==> config.mk <==
export PLATFORM = sky130hd
export DESIGN_NAME = acq_capture_ctrl
export DESIGN_NICKNAME = d
export VERILOG_FILES = /design/src/rtl/acq_pkg.sv /design/src/rtl/acq_ring_addr.sv /design/src/rtl/acq_capture_ctrl.sv
export SDC_FILE = /design/constraint.sdc
export NUM_CORES = 1
export LEC_CHECK = 0
export ABC_CLOCK_PERIOD_IN_PS = 3900
export CAP_MARGIN = 30
export CORE_UTILIZATION = 55
export DETAILED_ROUTE_END_ITERATION = 6
export MAX_ROUTING_LAYER = met4
export PLACE_DENSITY = 0.83
export REMOVE_ABC_BUFFERS = 1
export SLEW_MARGIN = 20
export SYNTH_ARGS = -nofsm -noshare
export SYNTH_HDL_FRONTEND = slang
export SYNTH_SLANG_ARGS = --single-unit
==> constraint.sdc <==
create_clock -name clkIn -period 3.9 [get_ports clkIn]
set_input_delay 0.78 -clock clkIn [delete_from_list [all_inputs] [get_ports clkIn]]
set_output_delay 0.78 -clock clkIn [all_outputs]
set_load 0.005 [all_outputs]
==> src/rtl/acq_pkg.sv <==
// Shared definitions for the acquisition capture path: state encoding and default widths.
// Readout and status logic import this so they decode the capture state identically.
package acq_pkg;

  localparam int unsigned AcqAddrW = 12;
  localparam int unsigned AcqDataW = 14;

  typedef enum logic [2:0] {
    StIdle     = 3'd0,
    StPreTrig  = 3'd1,
    StArmed    = 3'd2,
    StPostTrig = 3'd3,
    StDone     = 3'd4
  } acqStateT;

  function automatic logic isCapturing(acqStateT s);
    return (s == StPreTrig) || (s == StArmed) || (s == StPostTrig);
  endfunction

endpackage

==> src/rtl/acq_ring_addr.sv <==
// Wrapping write-address counter for the circular sample buffer.
// Advances once per cycle with en high and wraps naturally at 2^ADDR_W.
module acq_ring_addr
  import acq_pkg::*;
#(
  parameter int unsigned ADDR_W = AcqAddrW
) (
  input  logic              clkIn,
  input  logic              rst,
  input  logic              en,
  output logic [ADDR_W-1:0] addr
);

  logic [ADDR_W-1:0] addrQ;

  always_ff @(posedge clkIn or posedge rst) begin
    if (rst) begin
      addrQ <= '0;
    end else if (en) begin
      addrQ <= addrQ + ADDR_W'(1);
    end
  end

  assign addr = addrQ;

endmodule

==> src/rtl/acq_capture_ctrl.sv <==
// Pre/post-trigger capture controller driving the write port of a circular sample RAM.
// Reports the ring address of the trigger sample for readout unrolling.
module acq_capture_ctrl
  import acq_pkg::*;
#(
  parameter int unsigned ADDR_W = AcqAddrW,
  parameter int unsigned DATA_W = AcqDataW
) (
  input  logic              clkIn,
  input  logic              rst,
  input  logic              arm,
  input  logic              abort,
  input  logic              autoRearm,
  input  logic [ADDR_W-1:0] preTrig,
  input  logic [ADDR_W-1:0] postTrig,
  input  logic              trigIn,
  input  logic [DATA_W-1:0] adc_data,
  output logic              wr_en,
  output logic [ADDR_W-1:0] wr_addr,
  output logic [DATA_W-1:0] wr_data,
  output logic [ADDR_W-1:0] trig_addr,
  output logic              busy,
  output logic              done,
  output logic              trigd
);

  localparam logic [ADDR_W+1:0] Depth = {2'b01, {ADDR_W{1'b0}}};

  acqStateT          stateQ, stateD;
  logic [ADDR_W-1:0] cntQ, cntD;
  logic [ADDR_W-1:0] preQ, preD;
  logic [ADDR_W-1:0] postQ, postD;
  logic [ADDR_W-1:0] trigAddrQ, trigAddrD;
  logic              trigPrevQ, trigdQ, wrEnQ, doneQ;
  logic [DATA_W-1:0] wrDataQ;
  logic [ADDR_W-1:0] ringAddr;
  logic [ADDR_W+1:0] winLen;
  logic [ADDR_W-1:0] postEffIn;
  logic [ADDR_W:0]   cntInc;
  logic              accept, armStart, autoStart;

  // Oversized window: keep every pre-trigger sample, shrink the post window to fit.
  assign winLen    = {2'b00, preTrig} + {2'b00, postTrig} + {{(ADDR_W+1){1'b0}}, 1'b1};
  assign postEffIn = (winLen > Depth) ? ~preTrig : postTrig;
  assign cntInc    = {1'b0, cntQ} + {{ADDR_W{1'b0}}, 1'b1};

  assign accept    = (stateQ == StArmed) && trigIn && !trigPrevQ && !abort;
  assign armStart  = arm && !abort && ((stateQ == StIdle) || (stateQ == StDone));
  assign autoStart = !arm && !abort && autoRearm && (stateQ == StDone);

  always_comb begin
    stateD    = stateQ;
    cntD      = cntQ;
    preD      = preQ;
    postD     = postQ;
    trigAddrD = trigAddrQ;

    case (stateQ)
      StPreTrig: begin
        cntD = cntInc[ADDR_W-1:0];
        if (cntInc == {1'b0, preQ}) stateD = StArmed;
      end
      StArmed: begin
        if (accept) begin
          trigAddrD = ringAddr;
          cntD      = '0;
          stateD    = (postQ == '0) ? StDone : StPostTrig;
        end
      end
      StPostTrig: begin
        cntD = cntInc[ADDR_W-1:0];
        if (cntInc == {1'b0, postQ}) stateD = StDone;
      end
      StIdle, StDone: ;
      default: stateD = StIdle;
    endcase

    // Auto re-arm reuses the window latched by the last explicit arm.
    if (armStart) begin
      preD   = preTrig;
      postD  = postEffIn;
      cntD   = '0;
      stateD = (preTrig == '0) ? StArmed : StPreTrig;
    end else if (autoStart) begin
      cntD   = '0;
      stateD = (preQ == '0) ? StArmed : StPreTrig;
    end

    if (abort) stateD = StIdle;
  end

  always_ff @(posedge clkIn or posedge rst) begin
    if (rst) begin
      stateQ    <= StIdle;
      cntQ      <= '0;
      preQ      <= '0;
      postQ     <= '0;
      trigAddrQ <= '0;
      trigPrevQ <= 1'b0;
      trigdQ    <= 1'b0;
      wrEnQ     <= 1'b0;
      doneQ     <= 1'b0;
      wrDataQ   <= '0;
    end else begin
      stateQ    <= stateD;
      cntQ      <= cntD;
      preQ      <= preD;
      postQ     <= postD;
      trigAddrQ <= trigAddrD;
      trigPrevQ <= trigIn;
      trigdQ    <= accept;
      wrEnQ     <= isCapturing(stateD);
      doneQ     <= (stateD == StDone);
      wrDataQ   <= adc_data;
    end
  end

  acq_ring_addr #(
    .ADDR_W (ADDR_W)
  ) u_ring_addr (
    .clkIn (clkIn),
    .rst   (rst),
    .en    (wrEnQ),
    .addr  (ringAddr)
  );

  assign wr_en     = wrEnQ;
  assign wr_addr   = ringAddr;
  assign wr_data   = wrDataQ;
  assign trig_addr = trigAddrQ;
  assign busy      = wrEnQ;
  assign done      = doneQ;
  assign trigd     = trigdQ;

endmodule

* Word level (Yosys, flattened, before mapping)
Index checks and enable logic that the tools add are counted.
** Storage, ports and cells
- Logic and storage cells :: 66
- Flip-flop bits (word level) :: 81
- Output and inout port bits :: 42
** Operators by class
- Mux-type cells :: 15
- Bitwise gates (word level) :: 1
- Order comparisons :: 1
- Add/sub/neg operators :: 4
- Equality and inequality tests :: 11
- Reductions and logical operators :: 23
** Operators with widths (count)
- two-way mux 12 bit :: 4
- zero test 12 bit :: 3
- == test 13 x 12 -> 1 bit :: 2
- one-hot mux 12 bit (2 select lines) :: 1
- two-way mux 3 bit :: 7
- adder 13 x 1 -> 14 bit (second input constant) :: 1
- greater-than comparator 14 x 13 -> 1 bit (second input constant) :: 1
- adder 12 x 1 -> 13 bit (second input constant) :: 1
- adder 12 x 12 -> 13 bit :: 1
- adder 12 x 1 -> 12 bit (second input constant) :: 1
- == test 3 x 2 -> 1 bit (second input constant) :: 4
- NOT 12 bit :: 1
- one-hot mux 3 bit (4 select lines) :: 1
- logical AND 1 bit :: 8
- == test 3 x 1 -> 1 bit (second input constant) :: 2
- == test 3 bit (second input constant) :: 2
- two-way mux 2 bit :: 2
- inequality test 4 bit (second input constant) :: 1
- AND reduction 2 bit :: 2
- nonzero test 4 bit :: 1
- OR reduction 2 bit :: 2
- zero test 1 bit :: 3
- zero test 3 bit :: 1
- logical OR 1 bit :: 3

* Logic depth before layout (Yosys ltp)
Gate-level depths: netlist (run 1).
- Depth in word-level cells :: 12
- Depth in mapped cells :: 12

* Modules after synthesis
A second synthesis (run 1) with hierarchy kept.
** Unflattened totals
- Cells, all modules :: 529
- Area, all modules :: 4858.4 µm²
** By module, submodules not included
- acq_capture_ctrl :: sequential area each 1726.7 µm², cells an instance 486, times used 1, area an instance 4341.7 µm²
- acq_ring_addr :: sequential area each 300.3 µm², cells an instance 43, times used 1, area an instance 516.7 µm²

* Least setup slack after synthesis (run 1)
No wires, ideal clock.
- Path kind :: input to register
- Start :: in preTrig[0]
- End :: reg postQ[1]
- Data required time :: 3.806 ns
- Path slack :: 0.917 ns
- Arrival :: 2.889 ns
- Cell stages on the path :: 11
- Buffers on the path :: 1
- Cells stage by stage :: inv_1 -> ha_1 -> inv_1 -> fa_1 -> nand2b_1 -> a2111oi_0 -> o2111a_1 -> o211a_1 -> clkbuf_1 -> a31oi_1 -> a211oi_1
** On the way
- Longest elaborated chain between the ends :: 4
** RTL lines
- from (decl) :: line acq_capture_ctrl.sv:14 : input logic [ADDR_W-1:0] preTrig,
- adder 12 x 12 -> 13 bit :: line acq_capture_ctrl.sv:43 : assign winLen = {2'b00, preTrig} + {2'b00, postTrig} + {{(ADDR_W+1){1'b0}}, 1'b1};
- adder 13 x 1 -> 14 bit :: line acq_capture_ctrl.sv:43
- greater-than comparator 14 x 13 -> 1 bit :: line acq_capture_ctrl.sv:44 : assign postEffIn = (winLen > Depth) ? ~preTrig : postTrig;
- two-way mux 12 bit :: line acq_capture_ctrl.sv:44
- to (signal assigned) :: line acq_capture_ctrl.sv:108 : postQ <= postD;
- to (decl) :: line acq_capture_ctrl.sv:32 : logic [ADDR_W-1:0] postQ, postD;
Every way passes these cells.
A chain may end at the register's enable or synchronous reset.

* Final worst setup path (run 1)
- Start :: in preTrig[0]
- End :: reg postQ[0]
** On the way
- Longest elaborated chain between the ends :: 4
** RTL lines (line)
- adder 12 x 12 -> 13 bit :: acq_capture_ctrl.sv:43
- adder 13 x 1 -> 14 bit :: acq_capture_ctrl.sv:43
- greater-than comparator 14 x 13 -> 1 bit :: acq_capture_ctrl.sv:44
- two-way mux 12 bit (*) :: acq_capture_ctrl.sv:44
Mark *: on every way between the ends. The rest lies on a longest branch, timed or not.

==> results of run 1 <==
[registers in the layout (all words and copies together), names as in the netlist]
signal	flops
wr_data	14
cntQ	12
postQ	12
preQ	12
trig_addr	12
u_ring_addr.addr	12
stateQ	3
busy	1
done	1
trigPrevQ	1
trigd	1
[cells in the final DEF (no fill, tap or decap), drive strengths merged, types with 4 or more instances in the layout]
master	synthesis	final
nand4	11	11
a211oi	14	14
o2111ai	5	5
nor2b	5	5
nand2b	6	6
or4	4	4
mux2	4	4
inv	12	12
clkbuf	18	10
o31ai	9	9
dfrtp	81	81
nor4	12	12
clkdlybuf4s50	0	85
xor2	13	13
a21oi	14	14
a31oi	19	19
buf	13	11
and2	4	4
xnor2	18	18
o21ai	29	29
or3	4	4
nand3	25	25
nor3	8	8
a21o	5	5
and3	7	7
xnor3	6	6
nand2	88	88
ha	14	14
nor2	45	45
[worst max-delay path: cells and delay by family]
family                   cells  cell delay [ns]
AO/OA/AOI/OAI                5             1.26
buffers and inverters        3             0.63
adder cells (fa/ha/maj)      2             0.61
AND/OR/NAND/NOR              1             0.15
[cells in the mapped netlist, drive strengths merged (4+ instances only)]
library cell	instances
nor2	45
a21o	5
nand3	25
inv	12
xnor2	18
a211oi	14
ha	14
nor3	8
or3	4
mux2	4
nand4	11
and3	7
clkbuf	18
nand2	88
o2111ai	5
dfrtp	81
or4	4
o31ai	9
and2	4
nand2b	6
a21oi	14
o21ai	29
nor2b	5
xnor3	6
a31oi	19
xor2	13
buf	13
nor4	12
[kinds of logic after synthesis]
group                      Yosys count
and+or+nand+nor                    231
AOI/OAI and AO/OA                  122
DFF                                 81
buffers and inverters               43
xor gates and xnor gates            37
adders and majority gates           16
muxes                                4
[power by group]
part,total (mW),internal (mW),switching (mW)
clock network,0.659,0.357,0.301
logic,0.936,0.492,0.443
registers,1.23,1.00,0.223
[through the flow]
| step | instance area [sq um] | cells | worst slack (ns) |
|---|---|---|---|
| finish | 6050 | 722 | 0.6707 |
| global route | 6050 | 722 | 0.4797 |
| CTS | 6030 | 721 | 0.6647 |
| detailed placement | 5821 | 706 | 0.3010 |
| global placement | 5821 | 706 | 0.3748 |
| floorplan | 4753 | 503 | -1.302 |
[layout make-up]
type | instances | area, sq um | area share [%]
Clock inverter | 5 | 81.33 | 1.344
Multi-Input combinational cell | 410 | 2688 | 44.43
Timing Repair Buffer | 96 | 945.9 | 15.64
Tap cell | 108 | 135.1 | 2.234
Sequential cell | 81 | 2027 | 33.51
Clock buffer | 10 | 127.6 | 2.110
Inverter | 12 | 45.04 | 0.7446
[per-layer routing]
layer | share of wire, % | vias to the layer above
li1 | - | 2090
met1 | 44 | 2175
met2 | 48 | 192
met3 | 5.6 | 35
met4 | 2.6 | 0
met5 | 0 | -
[worst max-delay path by stage]
stage | endpoint | depth (start not counted)
6_report | postQ[0]$_DFFE_PP0P_ | 11
3_3_place_gp | postQ[0]$_DFFE_PP0P_ | 11
5_1_grt | postQ[1]$_DFFE_PP0P_ | 12
4_1_cts | postQ[8]$_DFFE_PP0P_ | 12
2_1_floorplan | busy$_DFF_PP0_ | 7
3_5_place_dp | postQ[8]$_DFFE_PP0P_ | 12
==> impl_metrics.json, run 1 <==
{
  "outcome": "finished, final reports clean",
  "r2r_slack_ns": 0.98,
  "cp_cell_sequence": "clkdlybuf4s50_1 > inv_1 > ha_1 > inv_1 > fa_1 > nand2b_1 > a2111oi_0 > o2111a_1 > o211a_1 > a31o_2 > a311oi_1",
  "ant_nets": 0,
  "clockBufferDepth": 2,
  "yosysTopAreaCellShare_pct": 40.94,
  "grt_pass1_vias": 4484,
  "grt_pass1_wl_mm": 21.66,
  "synthFlopType": "dfrtp_1",
  "period_needed_ns": 3.229,
  "synth_fa_ha_area_share_pct": 4.145,
  "finalCritPeriodShare_pct": 82.80,
  "hp-start": "trig_addr[3]$_DFFE_PP0P_",
  "n_antenna_cell": 0,
  "grtUsageMet3_pct": 4.913,
  "synth_top_family_by_area": "simple AND/OR/NAND/NOR gates",
  "drtIter0Drc": 242,
  "cts_tree": "done",
  "utilization_pct": 69.37,
  "yosys_warnings": 0,
  "syn_area_per_cell_sq_um": 9.272,
  "routabilityCongestion": 0.9466,
  "synth_edf_count": 0,
  "gr-total-overflow": 0,
  "cts_made_buffers": 9,
  "endpoint_kind": "flip-flop",
  "arrival_ns": 3.43,
  "nets": 669,
  "grt_start_max_net_pins": 82,
  "dp_hpwl_mm": 9.889,
  "synth_xor_area_share_pct": 8.415,
  "cts.clk_slew.worst_paths_ns": 0.08,
  "rows": 34,
  "holdBufCountCts": 0,
  "synth_compound_area_share_pct": 17.06,
  "vias_per_cell": 6.222,
  "synth_cell_types": 76,
  "min_path_cells": 2,
  "max_freq_mhz": 309.7,
  "cp_slowest_stage_delay_ns": 0.50,
  "grt_usage_pct": 29.66,
  "routed_wl_mm": 13.22,
  "synthTopCellsByArea": "dfrtp_1, nand2_1, ha_1",
  "yosys.area_share.simple_pct": 23.63,
  "area_growth_pct": 22.19,
  "ios": 86,
  "post-cts-setup-buffers": 0,
  "worstSkewPairLatency_ns": 0.35,
  "dr.pass1.iters": 5,
  "crit_required_ns": 4.10,
  "drv_slew": 0,
  "whs_endpoint": "trig_addr[3]$_DFFE_PP0P_",
  "crit_fanout": 12,
  "num-fill-cells": 683,
  "p_per_area_nw_per_um2": 466.4,
  "grtUsageMet2_pct": 47.18,
  "criticalPathCategory": "input port to flip-flop",
  "setup_tns_ns": 0,
  "die_h_um": 96.88,
  "setup_violations": 0,
  "yosys.area.top_type": "dfrtp_1",
  "r2r_start": "cntQ[0]$_DFFE_PP0P_",
  "worst_pin_slew_ns": 0.7904,
  "ys_async_sr_fraction_pct": 100.0,
  "cpMostUsedCell": "inv_1",
  "crit_slowest_cell": "clkdlybuf4s50_1",
  "cap_violations": 0,
  "grt-busiest-layer": "met2",
  "drc_errors": 0,
  "rsz0062_at_grt": "no",
  "netlist_instances": 534,
  "cts.sinks": 81,
  "skew_ns": 0.01458,
  "cts_resized": 0,
  "max-vdd-ir-drop_mv": 0.2300,
  "cts_root_buffer": "clkbuf_8",
  "drive_gt1_share_pct": 8.795,
  "wl_per_cell_um": 18.31,
  "cts_max_level": 3,
  "final_hold_viol_count": 0,
  "grt.met1_usage_pct": 37.47,
  "synth_seq_cells": 81,
  "p_leak_nw": 2.613,
  "rr_endpoint": "busy$_DFF_PP0_",
  "core-area_sq_um": 8721,
  "min_path_type": "flip-flop to flip-flop",
  "initial_utilization_pct": 56.77,
  "cp-start-kind": "input port",
  "synthMuxAreaShare_pct": 0.9098,
  "p_total_mw": 2.821,
  "port_buffers": 85,
  "slew_headroom_pct": 47.31,
  "cp-startpoint": "preTrig[0]",
  "dieArea_sq_um": 9385,
  "ff2ff_path_depth": 8,
  "antenna_found_initial": 0,
  "via_count": 4492,
  "synth_area_sq_um": 4951,
  "fp.dieW_um": 96.88,
  "yosysSeqAreaShare_pct": 40.94,
  "hold_ws_ns": 0.4840
}
Power figures use the tool's default switching activity.
==> inputs of run 2 (changes only) <==
Settings changed: ABC_CLOCK_PERIOD_IN_PS 3900 to 2920, CORE_UTILIZATION 55 to 48, PLACE_DENSITY 0.83 to 0.76.
Clock period 3.9 ns to 2.92 ns, I/O delays scaled along.
==> impl_metrics.json, run 2 (synthesis gave the netlist of run 1 again) <==
{
  "outcome": "finished, final reports clean",
  "core-area_sq_um": 9864,
  "grt_usage_pct": 26.64,
  "dp_hpwl_mm": 10.23,
  "rows": 36,
  "dr.pass1.iters": 6,
  "final_cell_mix": "nand2_1, clkdlybuf4s50_1, dfrtp_1",
  "gr-total-overflow": 0,
  "vias_per_cell": 5.873,
  "cts_tree": "done",
  "setup_violations": 0,
  "utilization_pct": 66.30,
  "max_freq_mhz": 358.8,
  "max-vdd-ir-drop_mv": 0.3464,
  "dieArea_sq_um": 10720,
  "drv_slew": 0,
  "largest_reg_flops": 14,
  "place_inst": 775,
  "skew_ns": 0.01280,
  "crit_slowest_cell": "clkdlybuf4s50_1",
  "cts_made_buffers": 9,
  "num-fill-cells": 821,
  "routed_wl_mm": 13.57,
  "ios": 86,
  "cp-startpoint": "preTrig[1]",
  "grt_pass1_wl_mm": 22.30,
  "crit_fanout": 12,
  "initial_utilization_pct": 50.19,
  "comb_power_share_pct": 34.9,
  "drive_gt1_share_pct": 17.25,
  "arrival_ns": 3.02,
  "swShare_pct": 34.70,
  "routabilityCongestion": 0.9292,
  "p_int_mw": 2.574,
  "cp_cell_sequence": "clkdlybuf4s50_1 > ha_1 > nor2b_1 > o2111ai_1 > nand3_1 > o2111a_1 > o211a_1 > a31o_4 > a311oi_1",
  "cts.clk_slew.worst_paths_ns": 0.09,
  "finalCritPeriodShare_pct": 95.44,
  "area_growth_pct": 32.09,
  "worstSkewPairLatency_ns": 0.35,
  "cts_root_buffer": "clkbuf_8",
  "endpoint_kind": "flip-flop",
  "critical_path_buf_inv_count": 1,
  "grt_start_max_net_pins": 82,
  "post-cts-setup-buffers": 0,
  "sequentialPowerShare_pct": 41.1,
  "crit_family": "compound AO/OA/AOI/OAI gates",
  "min_path_type": "flip-flop to flip-flop",
  "hp-start": "trig_addr[11]$_DFFE_PP0P_",
  "n_antenna_cell": 0,
  "register_area_sq_um": 2027,
  "drc_errors": 0,
  "via_count": 4663,
  "wl_per_cell_um": 17.09,
  "cp-start-kind": "input port",
  "cap_violations": 0,
  "cts_max_level": 3,
  "drtIter0Drc": 262,
  "nets": 715,
  "p_leak_nw": 2.882,
  "r2r_start": "cntQ[2]$_DFFE_PP0P_",
  "cp_slowest_stage_delay_ns": 0.49,
  "final_common_cell": "nand2_1",
  "p_sw_mw": 1.368,
  "setup_tns_ns": 0,
  "slew_headroom_pct": 59.86,
  "crit_required_ns": 3.16,
  "p_clk_share_pct": 24.0,
  "port_buffers": 85,
  "p_per_area_nw_per_um2": 602.7,
  "ant_nets": 0,
  "stdcell_count": 794,
  "multi_input_area_sq_um": 2766,
  "grt_pass1_vias": 4548,
  "die_h_um": 103.6,
  "period_needed_ns": 2.787,
  "cts.sinks": 81,
  "final_hold_viol_count": 0,
  "p_total_mw": 3.942,
  "fp.dieW_um": 103.6,
  "clockBufferDepth": 2,
  "criticalPathCategory": "input port to flip-flop",
  "worst_pin_slew_ns": 0.5869,
  "antenna_found_initial": 0,
  "holdBufCountCts": 0
}
==> run 2: repair_timing <==
action                     CTS  global route
setup endpoints to repair   12            12
cloned                       2             1
resized for setup           13            12
pin swaps                    3             4
==> run 2: worst paths after layout <==
| kind | to | slack, ns | cells after the start |
|---|---|---|---|
| max | postQ[0]$_DFFE_PP0P_ | 0.13 | 9 |
| max reg2reg | busy$_DFF_PP0_ | 0.19 | 7 |
| min | trig_addr[11]$_DFFE_PP0P_ | 0.48 | 2 |
| min reg2reg | trig_addr[11]$_DFFE_PP0P_ | 0.48 | 2 |
| min in group asynchronous | wr_data[2]$_DFF_PP0_ | 0.65 | 3 |
| max in group asynchronous | preQ[3]$_DFFE_PP0P_ | 1.94 | 3 |
==> run 2: layout make-up <==
class | count | area share (%)
inverters | 12 | 0.6887
clock inverters | 7 | 1.645
well taps | 133 | 2.544
flip-flops and latches | 81 | 30.99
repair buffers | 142 | 19.93
clock buffers | 9 | 1.894
multi-input cells | 410 | 42.30
==> run 2: worst min-delay path: stages, from the launching register on <==
cell,delay [ns]
dfrtp_1,0.35
nand2_1,0.05
nand2_1,0.05
==> run 2: per-layer routing <==
layer  vias to the layer above  global-route usage, %  wire length (um)
met5                         -                      -                 0
met4                         0                  9.213               348
met3                        38                  4.468               823
met2                       192                  43.53              6590
met1                      2251                  33.54              5807
li1                       2182                      -                 -
==> run 2: through the flow <==
step	instance area, sq um	setup WS (ns)	hold slack (ns)
after global placement	6195	-0.4139	0.4565
after detailed placement	6195	-0.4932	0.4626
final	6540	0.1332	0.4808
after CTS	6495	0.006367	0.4832
after floorplan	4753	-2.086	0.4643
after global routing	6540	-0.03182	0.5098
==> run 2: power by group through the flow <==
stage                     clock network [mW]  registers (mW)  logic, mW
after global routing                    1.00            1.65       1.50
final                                  0.948            1.62       1.37
after CTS                              0.958            1.61       1.35
after floorplan                            0            1.58      0.771
after global placement                     0            1.61       1.29
after detailed placement                   0            1.63       1.32
==> inputs of run 3 (changes only) <==
Settings changed: ABC_CLOCK_PERIOD_IN_PS 2920 to 3130, CAP_MARGIN 30 to unset, CORE_ASPECT_RATIO set to 0.75, CORE_UTILIZATION 48 to 54, PLACE_DENSITY 0.76 to 0.81.
Clock period 2.92 ns to 3.13 ns, I/O delays scaled along.
==> impl_metrics.json, run 3 (synthesis gave the netlist of run 1 again) <==
{
  "core-area_sq_um": 8672,
  "cts_max_level": 3,
  "wl_per_cell_um": 18.65,
  "setup_tns_ns": 0,
  "cts.clk_slew.worst_paths_ns": 0.06,
  "worst_pin_slew_ns": 0.7647,
  "gr-total-overflow": 0,
  "vias_per_cell": 6.316,
  "port_buffers": 85,
  "min_path_type": "flip-flop to flip-flop",
  "num-fill-cells": 608,
  "hold_ws_ns": 0.4810,
  "routed_wl_mm": 14.01,
  "antenna_found_initial": 0,
  "period_needed_ns": 3.005,
  "finalWorstSetupSlack_ns": 0.1253,
  "dieArea_sq_um": 9560,
  "routabilityCongestion": 1.042,
  "setup_violations": 0,
  "finalCritPeriodShare_pct": 96.00,
  "via_count": 4743,
  "ant_nets": 0,
  "register_area_sq_um": 2027,
  "drv_slew": 0,
  "dr.pass1.iters": 6,
  "design_area_sq_um": 6390,
  "drc_errors": 0,
  "cts.sinks": 81,
  "dpl_cell_area_sq_um": 6010,
  "dp_hpwl_mm": 10.13,
  "p_per_area_nw_per_um2": 602.4,
  "nets": 697,
  "place_ws_ns": -0.3659,
  "largest_reg_flops": 14,
  "die_h_um": 84.93,
  "crit_required_ns": 3.37,
  "ios": 86,
  "grt_usage_pct": 31.05,
  "crit_fanout": 6,
  "outcome": "finished, final reports clean",
  "ff2ff_path_depth": 8,
  "max_freq_mhz": 332.8,
  "r2r_start": "cntQ[1]$_DFFE_PP0P_",
  "rows": 29,
  "cp-startpoint": "preTrig[0]",
  "cts_root_buffer": "clkbuf_16",
  "p_total_mw": 3.849,
  "final_cell_mix": "nand2_1, clkdlybuf4s50_1, dfrtp_1",
  "p_leak_nw": 2.801,
  "cts_tree": "done",
  "arrival_ns": 3.25,
  "multi_input_area_sq_um": 2739,
  "slew_headroom_pct": 49.02,
  "drive_gt1_share_pct": 14.00,
  "fp.dieW_um": 112.6,
  "max-vdd-ir-drop_mv": 0.5493,
  "grt_start_max_net_pins": 39,
  "cts_made_buffers": 9,
  "grt_pass1_wl_mm": 22.34,
  "cap_violations": 0,
  "clockBufferDepth": 2,
  "final_hold_viol_count": 0,
  "endpoint_kind": "flip-flop",
  "worstSkewPairLatency_ns": 0.34,
  "r2r_slack_ns": 0.22,
  "grt_pass1_vias": 4419,
  "n_antenna_cell": 0,
  "final_common_cell": "nand2_1",
  "area_growth_pct": 29.06,
  "criticalPathCategory": "input port to flip-flop",
  "initial_utilization_pct": 57.09,
  "skew_ns": 0.006230,
  "rr_endpoint": "busy$_DFF_PP0_",
  "cp-start-kind": "input port",
  "drtIter0Drc": 580,
  "endpoint": "postQ[0]$_DFFE_PP0P_"
}
run 3: area by class of cell:
cell class / count / area share [%]
Multi-Input combinational cell: 411 / 42.86
Sequential cell: 81 / 31.72
Timing Repair Buffer: 123 / 17.80
Clock buffer: 9 / 3.525
Tap cell: 108 / 2.115
Clock inverter: 7 / 1.253
Inverter: 12 / 0.7245
run 3: worst min path at each step:
stage | start | to | slack (ns) | cells after the start
after global placement | trig_addr[10]$_DFFE_PP0P_ | trig_addr[10]$_DFFE_PP0P_ | 0.46 | 2
final | trig_addr[11]$_DFFE_PP0P_ | trig_addr[11]$_DFFE_PP0P_ | 0.48 | 2
after global routing | trig_addr[9]$_DFFE_PP0P_ | trig_addr[9]$_DFFE_PP0P_ | 0.50 | 2
after detailed placement | trig_addr[8]$_DFFE_PP0P_ | trig_addr[8]$_DFFE_PP0P_ | 0.46 | 2
after floorplan | preQ[9]$_DFFE_PP0P_ | preQ[9]$_DFFE_PP0P_ | 0.46 | 2
after CTS | trig_addr[9]$_DFFE_PP0P_ | trig_addr[9]$_DFFE_PP0P_ | 0.48 | 2
run 3: per-layer routing:
| metal | vias up | share of wire [%] | GRT usage [%] |
|---|---|---|---|
| met4 | 0 | 2.1 | 9.333 |
| met2 | 281 | 44 | 44.73 |
| met1 | 2268 | 43 | 42.86 |
| met5 | - | 0 | - |
| met3 | 40 | 11 | 8.429 |
| li1 | 2154 | - | - |
run 3: what timing repair did:
action	in CTS	in global routing
pin swaps	0	5
setup buffers	0	1
endpoints found under the setup margin	2	12
endpoints found under the hold margin	0	0
hold buffers	0	0
gates cloned	0	3
gates resized for setup	1	14
run 3: worst max-delay path, stage by stage:
cell and delay, ns:
clkdlybuf4s50_1 0.42, inv_1 0.08, ha_1 0.17, inv_1 0.06
fa_2 0.37, xor2_1 0.20, a2111oi_4 0.33, o2111a_1 0.24
o211a_1 0.25, buf_6 0.16, a31oi_1 0.09, a311oi_1 0.25
run 3: power by group:
group / total (mW) / switching (mW) / internal, mW / leakage [nW]
clock: 1.07 / 0.443 / 0.625 / 0.148
sequential: 1.52 / 0.271 / 1.25 / 1.02
combinational: 1.26 / 0.605 / 0.651 / 1.63
run 3: per-stage QoR:
stage | utilization [%] | std cells
2_1_floorplan | - | 503
3_3_place_gp | 69.30 | 731
3_5_place_dp | 69.30 | 731
4_1_cts | 72.83 | 747
5_1_grt | 73.68 | 751
6_report | 73.68 | 751
